==> src/rtl/ext_pipe.sv <==
// Immediate extension unit with a small FIFO output buffer and a saturating illegal-op counter.
// Optional byte extension modes (ops 100/101) are enabled by defining EXT_PIPE_BYTE_MODES_EN.
module ext_pipe #(
    parameter int IMM_W = 16,
    parameter int OUT_W = 32,
    parameter int DEPTH = 2,
    parameter int TAG_W = 5
) (
    input  logic                       clk,
    input  logic                       reset,
    input  logic                       in_valid,
    output logic                       in_ready,
    input  logic [IMM_W-1:0]           in_imm,
    input  logic [2:0]                 in_op,
    input  logic [TAG_W-1:0]           in_tag,
    output logic                       out_valid,
    input  logic                       out_ready,
    output logic [OUT_W-1:0]           out_data,
    output logic [TAG_W-1:0]           out_tag,
    output logic                       out_err,
    output logic [$clog2(DEPTH+1)-1:0] count,
    output logic [7:0]                 err_cnt
);

    localparam int CNT_W = $clog2(DEPTH + 1);
    localparam int PTR_W = $clog2(DEPTH);
    localparam logic [CNT_W-1:0] FULL = CNT_W'(DEPTH);

    // Returns {err, result}; illegal ops yield a zero result with err set.
    function automatic logic [OUT_W:0] ext_fn(input logic [IMM_W-1:0] imm, input logic [2:0] op);
        logic signed [OUT_W-1:0] sext;
        logic        [OUT_W-1:0] res;
        logic                    err;
        sext = {{(OUT_W-IMM_W){imm[IMM_W-1]}}, imm};
        res  = '0;
        err  = 1'b0;
        case (op)
            3'b000:  res = {{(OUT_W-IMM_W){1'b0}}, imm};
            3'b001:  res = sext;
            3'b010:  res = {imm, {(OUT_W-IMM_W){1'b0}}};
            3'b011:  res = sext <<< 2;
`ifdef EXT_PIPE_BYTE_MODES_EN
            3'b100:  res = {{(OUT_W-8){imm[7]}}, imm[7:0]};
            3'b101:  res = {{(OUT_W-8){1'b0}}, imm[7:0]};
`endif
            default: err = 1'b1;
        endcase
        return {err, res};
    endfunction

    function automatic logic [7:0] sat_inc(input logic [7:0] c);
        return (c == 8'hFF) ? c : c + 8'd1;
    endfunction

    logic [OUT_W:0]     ext_p0;
    logic               accept;
    logic               pop;
    logic [PTR_W-1:0]   wr_ptr;
    logic [PTR_W-1:0]   rd_ptr;
    logic [OUT_W-1:0]   data_mem [DEPTH];
    logic [TAG_W-1:0]   tag_mem  [DEPTH];
    logic               err_mem  [DEPTH];

    assign in_ready  = (count < FULL) && !reset;
    assign out_valid = (count != '0);
    assign accept    = in_valid && in_ready;
    assign pop       = out_valid && out_ready;
    assign ext_p0    = ext_fn(in_imm, in_op);

    // Outputs are forced to zero while the buffer is empty so reset leaves them clean.
    assign out_data = out_valid ? data_mem[rd_ptr] : '0;
    assign out_tag  = out_valid ? tag_mem[rd_ptr]  : '0;
    assign out_err  = out_valid ? err_mem[rd_ptr]  : 1'b0;

    // stage p0 -> buffer
    always_ff @(posedge clk) begin
        if (accept) begin
            data_mem[wr_ptr] <= ext_p0[OUT_W-1:0];
            tag_mem[wr_ptr]  <= in_tag;
            err_mem[wr_ptr]  <= ext_p0[OUT_W];
        end
    end

    always_ff @(posedge clk) begin
        if (reset) begin
            wr_ptr  <= '0;
            rd_ptr  <= '0;
            count   <= '0;
            err_cnt <= '0;
        end else begin
            if (accept) begin
                wr_ptr <= wr_ptr + PTR_W'(1);
                if (ext_p0[OUT_W]) begin
                    err_cnt <= sat_inc(err_cnt);
                end
            end
            if (pop) begin
                rd_ptr <= rd_ptr + PTR_W'(1);
            end
            case ({accept, pop})
                2'b10:   count <= count + CNT_W'(1);
                2'b01:   count <= count - CNT_W'(1);
                default: count <= count;
            endcase
        end
    end

endmodule

==> config.mk <==
export PLATFORM = sky130hd
export DESIGN_NAME = ext_pipe
export DESIGN_NICKNAME = d
export VERILOG_FILES = /design/src/rtl/ext_pipe.sv
export SDC_FILE = /design/constraint.sdc
export NUM_CORES = 1
export LEC_CHECK = 0
export ABC_CLOCK_PERIOD_IN_PS = 7400
export CORE_ASPECT_RATIO = 1.1
export CORE_MARGIN = 2
export CORE_UTILIZATION = 35
export CTS_CLUSTER_SIZE = 16
export DETAILED_ROUTE_END_ITERATION = 10
export HOLD_SLACK_MARGIN = 0.12
export PLACE_DENSITY_LB_ADDON = 0.15
export REMOVE_ABC_BUFFERS = 1
export SLEW_MARGIN = 20
export SYNTH_ARGS = -nofsm -noshare
export SYNTH_HDL_FRONTEND = slang
export SYNTH_SLANG_ARGS = --single-unit
==> constraint.sdc <==
create_clock -name clk -period 7.4 [get_ports clk]
set_input_delay 0.74 -clock clk [delete_from_list [all_inputs] [get_ports clk]]
set_output_delay 0.74 -clock clk [all_outputs]
set_load 0.01 [all_outputs]
Word-level counts from Yosys, hierarchy flattened
Memory sizes are Yosys's and may differ from the RTL's. A register that Yosys moved wholly into a read port is not among the register bits.
Index checks and enable logic that the tools add are counted.

word-level totals
  memory bits (writable) = 76
  register bits after elaboration = 12
  output and inout port bits = 50
  memories kept = 3
  input bits = 28
  word-level logic and storage cells = 44

operators by class
  magnitude comparators = 1
  eq/ne operators = 6
  reduce and logical (&&, ||, !) cells = 9
  $add $sub $neg = 5
  bitwise logic cells = 2
  muxes and demuxes = 14

memories
  memory    depth  width  read ports  clocked after Yosys merged registers in  write ports  RTL line  RTL
  data_mem  2      32     1           1                                        1            60        logic [OUT_W-1:0] data_mem [DEPTH];
  tag_mem   2      5      1           1                                        1            61        logic [TAG_W-1:0] tag_mem [DEPTH];
  err_mem   2      1      1           1                                        1            62        logic err_mem [DEPTH];

operators with widths
  kind                                               count
  case mux 32 bit (4 select lines)                   1
  two-way mux 32 bit                                 1
  two-way mux 1 bit                                  10
  adder 8 x 1 -> 8 bit (second input constant)       1
  == test 8 bit (second input constant)              1
  == test 3 x 2 -> 1 bit (second input constant)     2
  two-way mux 5 bit                                  1
  case mux 2 bit (2 select lines)                    1
  nonzero test 2 bit                                 2
  OR reduction 4 bit                                 1
  == test 3 x 1 -> 1 bit (second input constant)     1
  logical AND 1 bit                                  3
  zero test 3 bit                                    1
  AND reduction 3 bit                                1
  adder 1 bit (second input constant)                2
  adder 2 x 1 -> 2 bit (second input constant)       1
  == test 2 x 1 -> 1 bit (second input constant)     1
  == test 2 bit (second input constant)              1
  < comparator 2 bit (second input constant)         1
  inverter 1 bit                                     2
  subtractor 2 x 1 -> 2 bit (second input constant)  1
  zero test 1 bit                                    1

Longest topological paths before layout
Gate-level depths: netlist of run 1.

  depth after elaboration = 5
  gate-level depth with buffers = 7
  gate-level depth less buffers = 7

Worst setup path after synthesis of run 1
Ideal clock, no wire load.

  kind = input -> register
  from = input reset
  to = memory data_mem[0][0] (enable)
  library setup time = 0.433 ns
  buffers on the path = 0
  data required time = 6.967 ns
  arrival = 2.728 ns
  path slack = 4.238 ns
  cell stages on the path = 3
  path through = nor2_1 nand2_1 nor2_1

on the way
  word-level cells in the longest chain between the ends = 5

RTL lines
  item                                     RTL line  RTL
  start, declared                          10        input logic reset,
  zero test 1 bit                          64        assign in_ready = (count < FULL) && !reset;
  logical AND 1 bit                        64
  logical AND 1 bit                        66        assign accept = in_valid && in_ready;
  two-way mux 1 bit                        77        if (accept) begin
  two-way mux 1 bit (not written as such)  78        data_mem[wr_ptr] <= ext_p0[OUT_W-1:0];
  end, declared                            60

Every way passes these cells.

==> impl_metrics.json, run 1 <==
{
  "status": "finished clean",
  "clkSinkCount": 89,
  "grt_pass1_vias": 2563,
  "cts-buffers-inserted": 9,
  "number_of_nets_in_the_layout": 404,
  "buffer_ports.inserted": 77,
  "grt_pass1_wl_um": 12600,
  "cts_tree": "done",
  "layout_worst_path_cycle_share_pct": 41.7,
  "drive_gt1_share_pct": 5.82,
  "die-width_um": 104,
  "post-place-cells": 510,
  "peak_supply_drop_mv": 0.111,
  "share_of_the_yosys_chip_area_belonging_to_registers_pct": 65.5,
  "min_to": "err_cnt[7]$_SDFFE_PP0P_",
  "die-area_mm2": 0.0119,
  "clockBufferDepth": 2,
  "core_mm2": 0.0109,
  "synth.avg_cell_area_um2": 12.8,
  "yosys-top-cells-area": "edfxtp_1 (59%), mux2i_1 (10%), dfxtp_1 (6.7%)",
  "floorplan.initialDensity_pct": 35.7,
  "route.final.wire_length_um": 8060,
  "insertion_delay_ps": 330,
  "cts.clk_slew.worst_paths_ps": 60,
  "path_class": "reg -> out",
  "drt_first_pass_iters": 4,
  "grt_setup_unrepaired": "no",
  "post_synth_instance_area_mm2": 0.00388,
  "post-place-ws_ps": 4330,
  "min_from": "err_cnt[7]$_SDFFE_PP0P_",
  "fin_setup_tns_ps": 0,
  "cts_max_level": 3,
  "mean_number_of_vias_per_cell": 4.80,
  "nFillCells": 1036,
  "place.gp.congestion": 0.737,
  "cts.repair_timing.setup_buffer_count": 0,
  "grt_antenna_before_repair": 0,
  "grt_start_max_net_pins": 40,
  "cts.repair.resized": 0,
  "synth.distinct_cells": 32,
  "p_leak_nw": 1.75,
  "cp_max_fo": 24,
  "timing.critical_path.from_type": "flip-flop",
  "fmaxAchievable_mhz": 324,
  "timing.critical_path.to_type": "primary output",
  "cts_root_buffer": "clkbuf_16",
  "synthesis.instances": 303,
  "finalHoldViolCount": 0,
  "final_setup_skew_ps": 4.54,
  "critical_path_required_ps": 6660,
  "cp_data_arrival_time_ps": 2350,
  "grtUsageTotal_pct": 13.9,
  "dr.first_iter.drc_count": 90,
  "holdCritPathClass": "reg -> reg",
  "worst-slew-pin-transition_ps": 998,
  "synth_top_area_cell": "edfxtp_1",
  "finish.cell_count_without_fillers": 525,
  "layout_stage_area_growth_over_the_synthesis_result_pct": 29.9,
  "detailroute.via_count": 2522,
  "p_per_area_mw_per_mm2": 296,
  "row_count": 40,
  "worst_slew_margin_rel_pct": 33.2,
  "hold_path_depth": 1,
  "postCtsHoldBufs": 0,
  "timing.max_cap.violations": 0,
  "crit-reg2reg-capture": "count[1]$_SDFFE_PP0P_",
  "antenna_cells_inserted": 0,
  "place_hpwl_um": 5040,
  "hold_slack_ps": 512,
  "multi_input_comb_area_mm2": 0.00125,
  "ys.warnings.count": 0,
  "drt_drc_violations_left": 0,
  "reg2reg_slack_ps": 5100,
  "report.final.slew_viol_count": 0,
  "drt.antenna.violating_nets": 0,
  "period_needed_ps": 3090,
  "crit-reg2reg-launch": "count[1]$_SDFFE_PP0P_",
  "timing.reg2reg.worst_path_depth": 6,
  "grt_overflow": 0,
  "route.detailed.wl_per_inst_um": 15.4,
  "postLayoutSetupSlackWorst_ps": 4310,
  "setup_viol": 0,
  "yosys.area.top_type_share_pct": 58.8,
  "pin_count": 78,
  "yosys_register_bits": 89,
  "die_h_um": 114,
  "layout.area.seq_mm2": 0.00254
}
==> cell families after synthesis <==
| logic type | count (synthesis) | synth area share [%] |
|---|---|---|
| AOI/OAI and AO/OA | 43 | 7.32 |
| xor gates and xnor gates | 5 | 1.13 |
| adders and majority gates | 2 | 0.645 |
| buffers and inverters | 22 | 2.71 |
| DFF | 89 | 65.5 |
| muxes | 40 | 10.3 |
| and+or+nand+nor | 102 | 12.3 |
==> through the flow <==
| step | instance area (um2) | power [mW] | util [%] |
|---|---|---|---|
| after global placement | 4780 | 1.11 | 44.0 |
| after detailed placement | 4780 | 1.11 | 44.0 |
| after CTS | 5040 | 1.52 | 46.4 |
| after global routing | 5040 | 1.57 | 46.4 |
| final | 5040 | 1.49 | 46.4 |
| after floorplan | 3780 | 0.865 | - |
==> synthesized netlist by cell type <==
library cell	instances
nor3b_1	4
nand4bb_1	1
xnor2_1	2
dfxtp_1	13
and3_1	1
clkbuf_1	6
a21o_1	15
and3b_1	1
o41ai_1	2
o21ai_0	3
a21oi_1	19
nand3_1	4
xor2_1	3
or3_1	3
buf_6	1
mux2i_1	40
edfxtp_1	76
and2_0	1
ha_1	2
or4_1	1
nand2_1	5
buf_4	2
buf_2	6
buf_1	4
o311ai_1	2
nand4_2	1
o31ai_1	1
nor2_1	65
nor2b_1	14
o21bai_4	1
and2_1	1
inv_1	3
==> cell usage in the layout, fill, tap and decap left out, types with 2 or more instances in the layout <==
master	synthesis	final
edfxtp_1	76	76
nand3_1	4	4
nor2b_1	14	14
nor3b_1	4	3
o311ai_1	2	2
a21o_1	15	15
o41ai_1	2	2
buf_4	2	2
xnor2_1	2	2
xor2_1	3	3
clkinv_1	0	2
a21oi_1	19	19
mux2i_1	40	40
nor2_4	0	2
clkbuf_16	0	9
or3_1	3	3
ha_1	2	2
dfxtp_1	13	12
nand2_1	5	5
o21ai_0	3	3
clkinvlp_4	0	2
inv_1	3	3
clkdlybuf4s50_1	0	77
nor2_1	65	63
==> worst max-delay path, cell delays in order (launching register included) <==
cell,delay (ps)
dfxtp_2,640
buf_4,480
mux2i_1,290
nor2_1,70
clkdlybuf4s50_1,530
==> cell type report <==
class                           count  area share, %
Multi-Input combinational cell    192           24.9
Clock inverter                      6          0.720
Clock buffer                        9           4.47
Sequential cell                    89           50.5
Inverter                            3          0.223
Tap cell                          147           3.65
Timing Repair Buffer               79           15.6
==> how the worst max path moves through the flow <==
stage / from / slack, ps / end / cells after the start
floorplan: reset / 4240 / data_mem[0][0]$_DFFE_PP_ / 3
global placement: in_op[2] / 4310 / data_mem[0][17]$_DFFE_PP_ / 3
detailed placement: in_op[2] / 4330 / data_mem[0][29]$_DFFE_PP_ / 3
CTS: flip-flop / 4250 / out_data[22] / 4
global route: flip-flop / 4170 / out_data[20] / 4
finish: flip-flop / 4310 / out_data[20] / 4
==> layer usage <==
| layer | vias to the layer above | share of wire (%) | track usage (%) |
|---|---|---|---|
| met3 | 12 | 3.9 | 2.45 |
| met1 | 1203 | 44 | 16.7 |
| li1 | 1236 | - | - |
| met4 | 0 | 1.7 | 6.49 |
| met2 | 71 | 50 | 24.3 |
| met5 | - | 0 | 0 |
==> state kept, by name (all words and copies together) (netlist names), named ones only <==
name,count
wr_ptr,1
tag_mem,10
data_mem,64
rd_ptr,1
count,2
err_cnt,8
err_mem,2
==> where the power goes <==
part / switching (mW) / internal [mW] / leakage [nW]
Sequential: 0.0301 / 0.589 / 0.817
Clock: 0.176 / 0.223 / 0.122
Combinational: 0.227 / 0.245 / 0.813
(Power assumes the default switching activity.)
==> run 2: changes to the inputs <==
ABC_CLOCK_PERIOD_IN_PS = 3200   (was 7400)
clock period = 3.2 ns   (was 7.4 ns; I/O delays follow)
==> run 2 against run 1 <==
Register-to-register slack got worse by 3800 ps; sequential power grew 130%; sequential share of layout area decreased by 0.95 points; final area increased by 1.9%; critical endpoint is now out_data[8]; largest power group unchanged.
==> impl_metrics.json, run 2 (same netlist as run 1, synthesis figures left out) <==
{
  "cts_max_level": 3,
  "layout_worst_path_cycle_share_pct": 76.8,
  "crit-reg2reg-launch": "count[1]$_SDFFE_PP0P_",
  "critical-path-slowest-cell": "dfxtp_2",
  "die-area_mm2": 0.0119,
  "grt_start_max_net_pins": 24,
  "report.final.slew_viol_count": 0,
  "route.detailed.wl_per_inst_um": 16.0,
  "finalInstanceArea_mm2": 0.00513,
  "fin_setup_tns_ps": 0,
  "cts.repair_timing.setup_buffer_count": 0,
  "peak_supply_drop_mv": 0.260,
  "layout.area.seq_mm2": 0.00254,
  "multi_input_comb_area_mm2": 0.00125,
  "place_hpwl_um": 5760,
  "worst-slew-pin-transition_ps": 1040,
  "post-place-ws_ps": 845,
  "critical_path.cell_chain": "buf_4, mux2i_1, nor2_1, clkdlybuf4s50_1",
  "grt_pass1_vias": 2505,
  "timing.reg2reg.worst_path_depth": 6,
  "grt_setup_unrepaired": "no",
  "buffer_ports.inserted": 77,
  "min_from": "rd_ptr$_SDFFE_PP0P_",
  "grt_pass1_wl_um": 13300,
  "number_of_nets_in_the_layout": 411,
  "layout.cells.most_common_list": "clkdlybuf4s50_1 (77), edfxtp_1 (76), nor2_1 (63), mux2i_1 (40), a21oi_1 (19)",
  "clkSinkCount": 89,
  "cts_root_buffer": "clkbuf_16",
  "insertion_delay_ps": 330,
  "row_count": 40,
  "fmaxAchievable_mhz": 407,
  "floorplan.initialDensity_pct": 35.7,
  "final_common_cell": "clkdlybuf4s50_1",
  "drt_drc_violations_left": 0,
  "cts.clk_slew.worst_paths_ps": 60,
  "core_mm2": 0.0109,
  "place.gp.congestion": 0.687,
  "cp_data_arrival_time_ps": 2140,
  "antenna_cells_inserted": 0,
  "drt_first_pass_iters": 4,
  "route.final.wire_length_um": 8510,
  "hold_path_depth": 2,
  "grt_antenna_before_repair": 0,
  "drt.antenna.violating_nets": 0,
  "nFillCells": 1032,
  "drive_gt1_share_pct": 8.03,
  "setup_viol": 0,
  "dr.first_iter.drc_count": 120,
  "finalHoldViolCount": 0,
  "postCtsHoldBufs": 0,
  "timing.critical_path.to_type": "primary output",
  "holdCritPathClass": "reg -> reg",
  "placedInstanceArea_mm2": 0.00484,
  "critical_path_required_ps": 2880,
  "p_leak_nw": 1.81,
  "registers.top_by_ff_count": "data_mem",
  "worst_path_largest_cell_delay_ps": 620,
  "die_h_um": 114,
  "cts-buffers-inserted": 9,
  "grtUsageTotal_pct": 14.6,
  "path_class": "reg -> out",
  "p_per_area_mw_per_mm2": 693,
  "postLayoutSetupSlackWorst_ps": 741,
  "largest_registers": "data_mem: 64 flops, tag_mem: 10 flops, err_cnt: 8 flops",
  "cp_max_fo": 16,
  "layout_stage_area_growth_over_the_synthesis_result_pct": 32.4,
  "final_setup_skew_ps": 3.53,
  "grt_overflow": 0,
  "timing.max_cap.violations": 0,
  "pin_count": 78,
  "largest_register_ffs": 64,
  "cts.repair.resized": 0,
  "timing.critical_path.from_type": "flip-flop",
  "worst_slew_margin_rel_pct": 30.5,
  "mean_number_of_vias_per_cell": 4.72,
  "clockBufferDepth": 2,
  "status": "finished clean",
  "die-width_um": 104,
  "period_needed_ps": 2460,
  "cts_tree": "done",
  "detailroute.via_count": 2515
}
==> run 2: cell count changes in the layout (fill, tap and decap cells not counted), sizes merged <==
| cell | delta |
|---|---|
| buf | +7 |
| clkbuf | +4 |
| clkinv | -3 |
| clkinvlp | -1 |
| inv | +1 |
==> run 2: path summary, 6_finish.rpt <==
kind | to | slack (ps)
setup / recovery | out_data[8] | 740
hold / removal | flip-flop | 520
setup reg to reg | count[1]$_SDFFE_PP0P_ | 1250
hold reg to reg | flip-flop | 520
==> run 2: critical path: cells and delay by family (launching register included) <==
family | cells | cell delay [ps]
buffers and inverters | 2 | 920
muxes | 1 | 130
DFF | 1 | 620
and+or+nand+nor | 1 | 120
==> run 2: stage by stage <==
stage               hold WS (ps)  cells  util (%)  total power [mW]
floorplan                    389    284         -              2.00
global placement             497    517      44.6              2.60
detailed placement           497    517      44.6              2.61
CTS                          517    533      47.3              3.62
global route                 547    533      47.3              3.75
finish                       516    533      47.3              3.56
==> run 2: final cells by class <==
cell class | count | area share (%)
clock buffer | 13 | 5.26
clock inverter | 3 | 0.439
inverter | 3 | 0.219
multi-input combinational | 192 | 24.4
sequential | 89 | 49.5
tap | 147 | 3.58
timing repair buffer | 86 | 16.6
==> run 2: layer usage <==
layer / global-route usage, % / vias to the layer above / share of wire (%)
li1: - / 1244 / -
met1: 18.7 / 1202 / 45
met2: 24.5 / 58 / 50
met3: 2.85 / 11 / 3.7
met4: 5.68 / 0 / 1.5
met5: 0 / - / 0
==> run 2: where the power goes <==
group | internal, mW | leakage (nW) | total (mW) | switching, mW
Combinational | 0.587 | 0.851 | 1.13 | 0.541
Sequential | 1.36 | 0.817 | 1.43 | 0.0689
Clock | 0.592 | 0.142 | 1.00 | 0.412
Total | 2.54 | 1.81 | 3.56 | 1.02
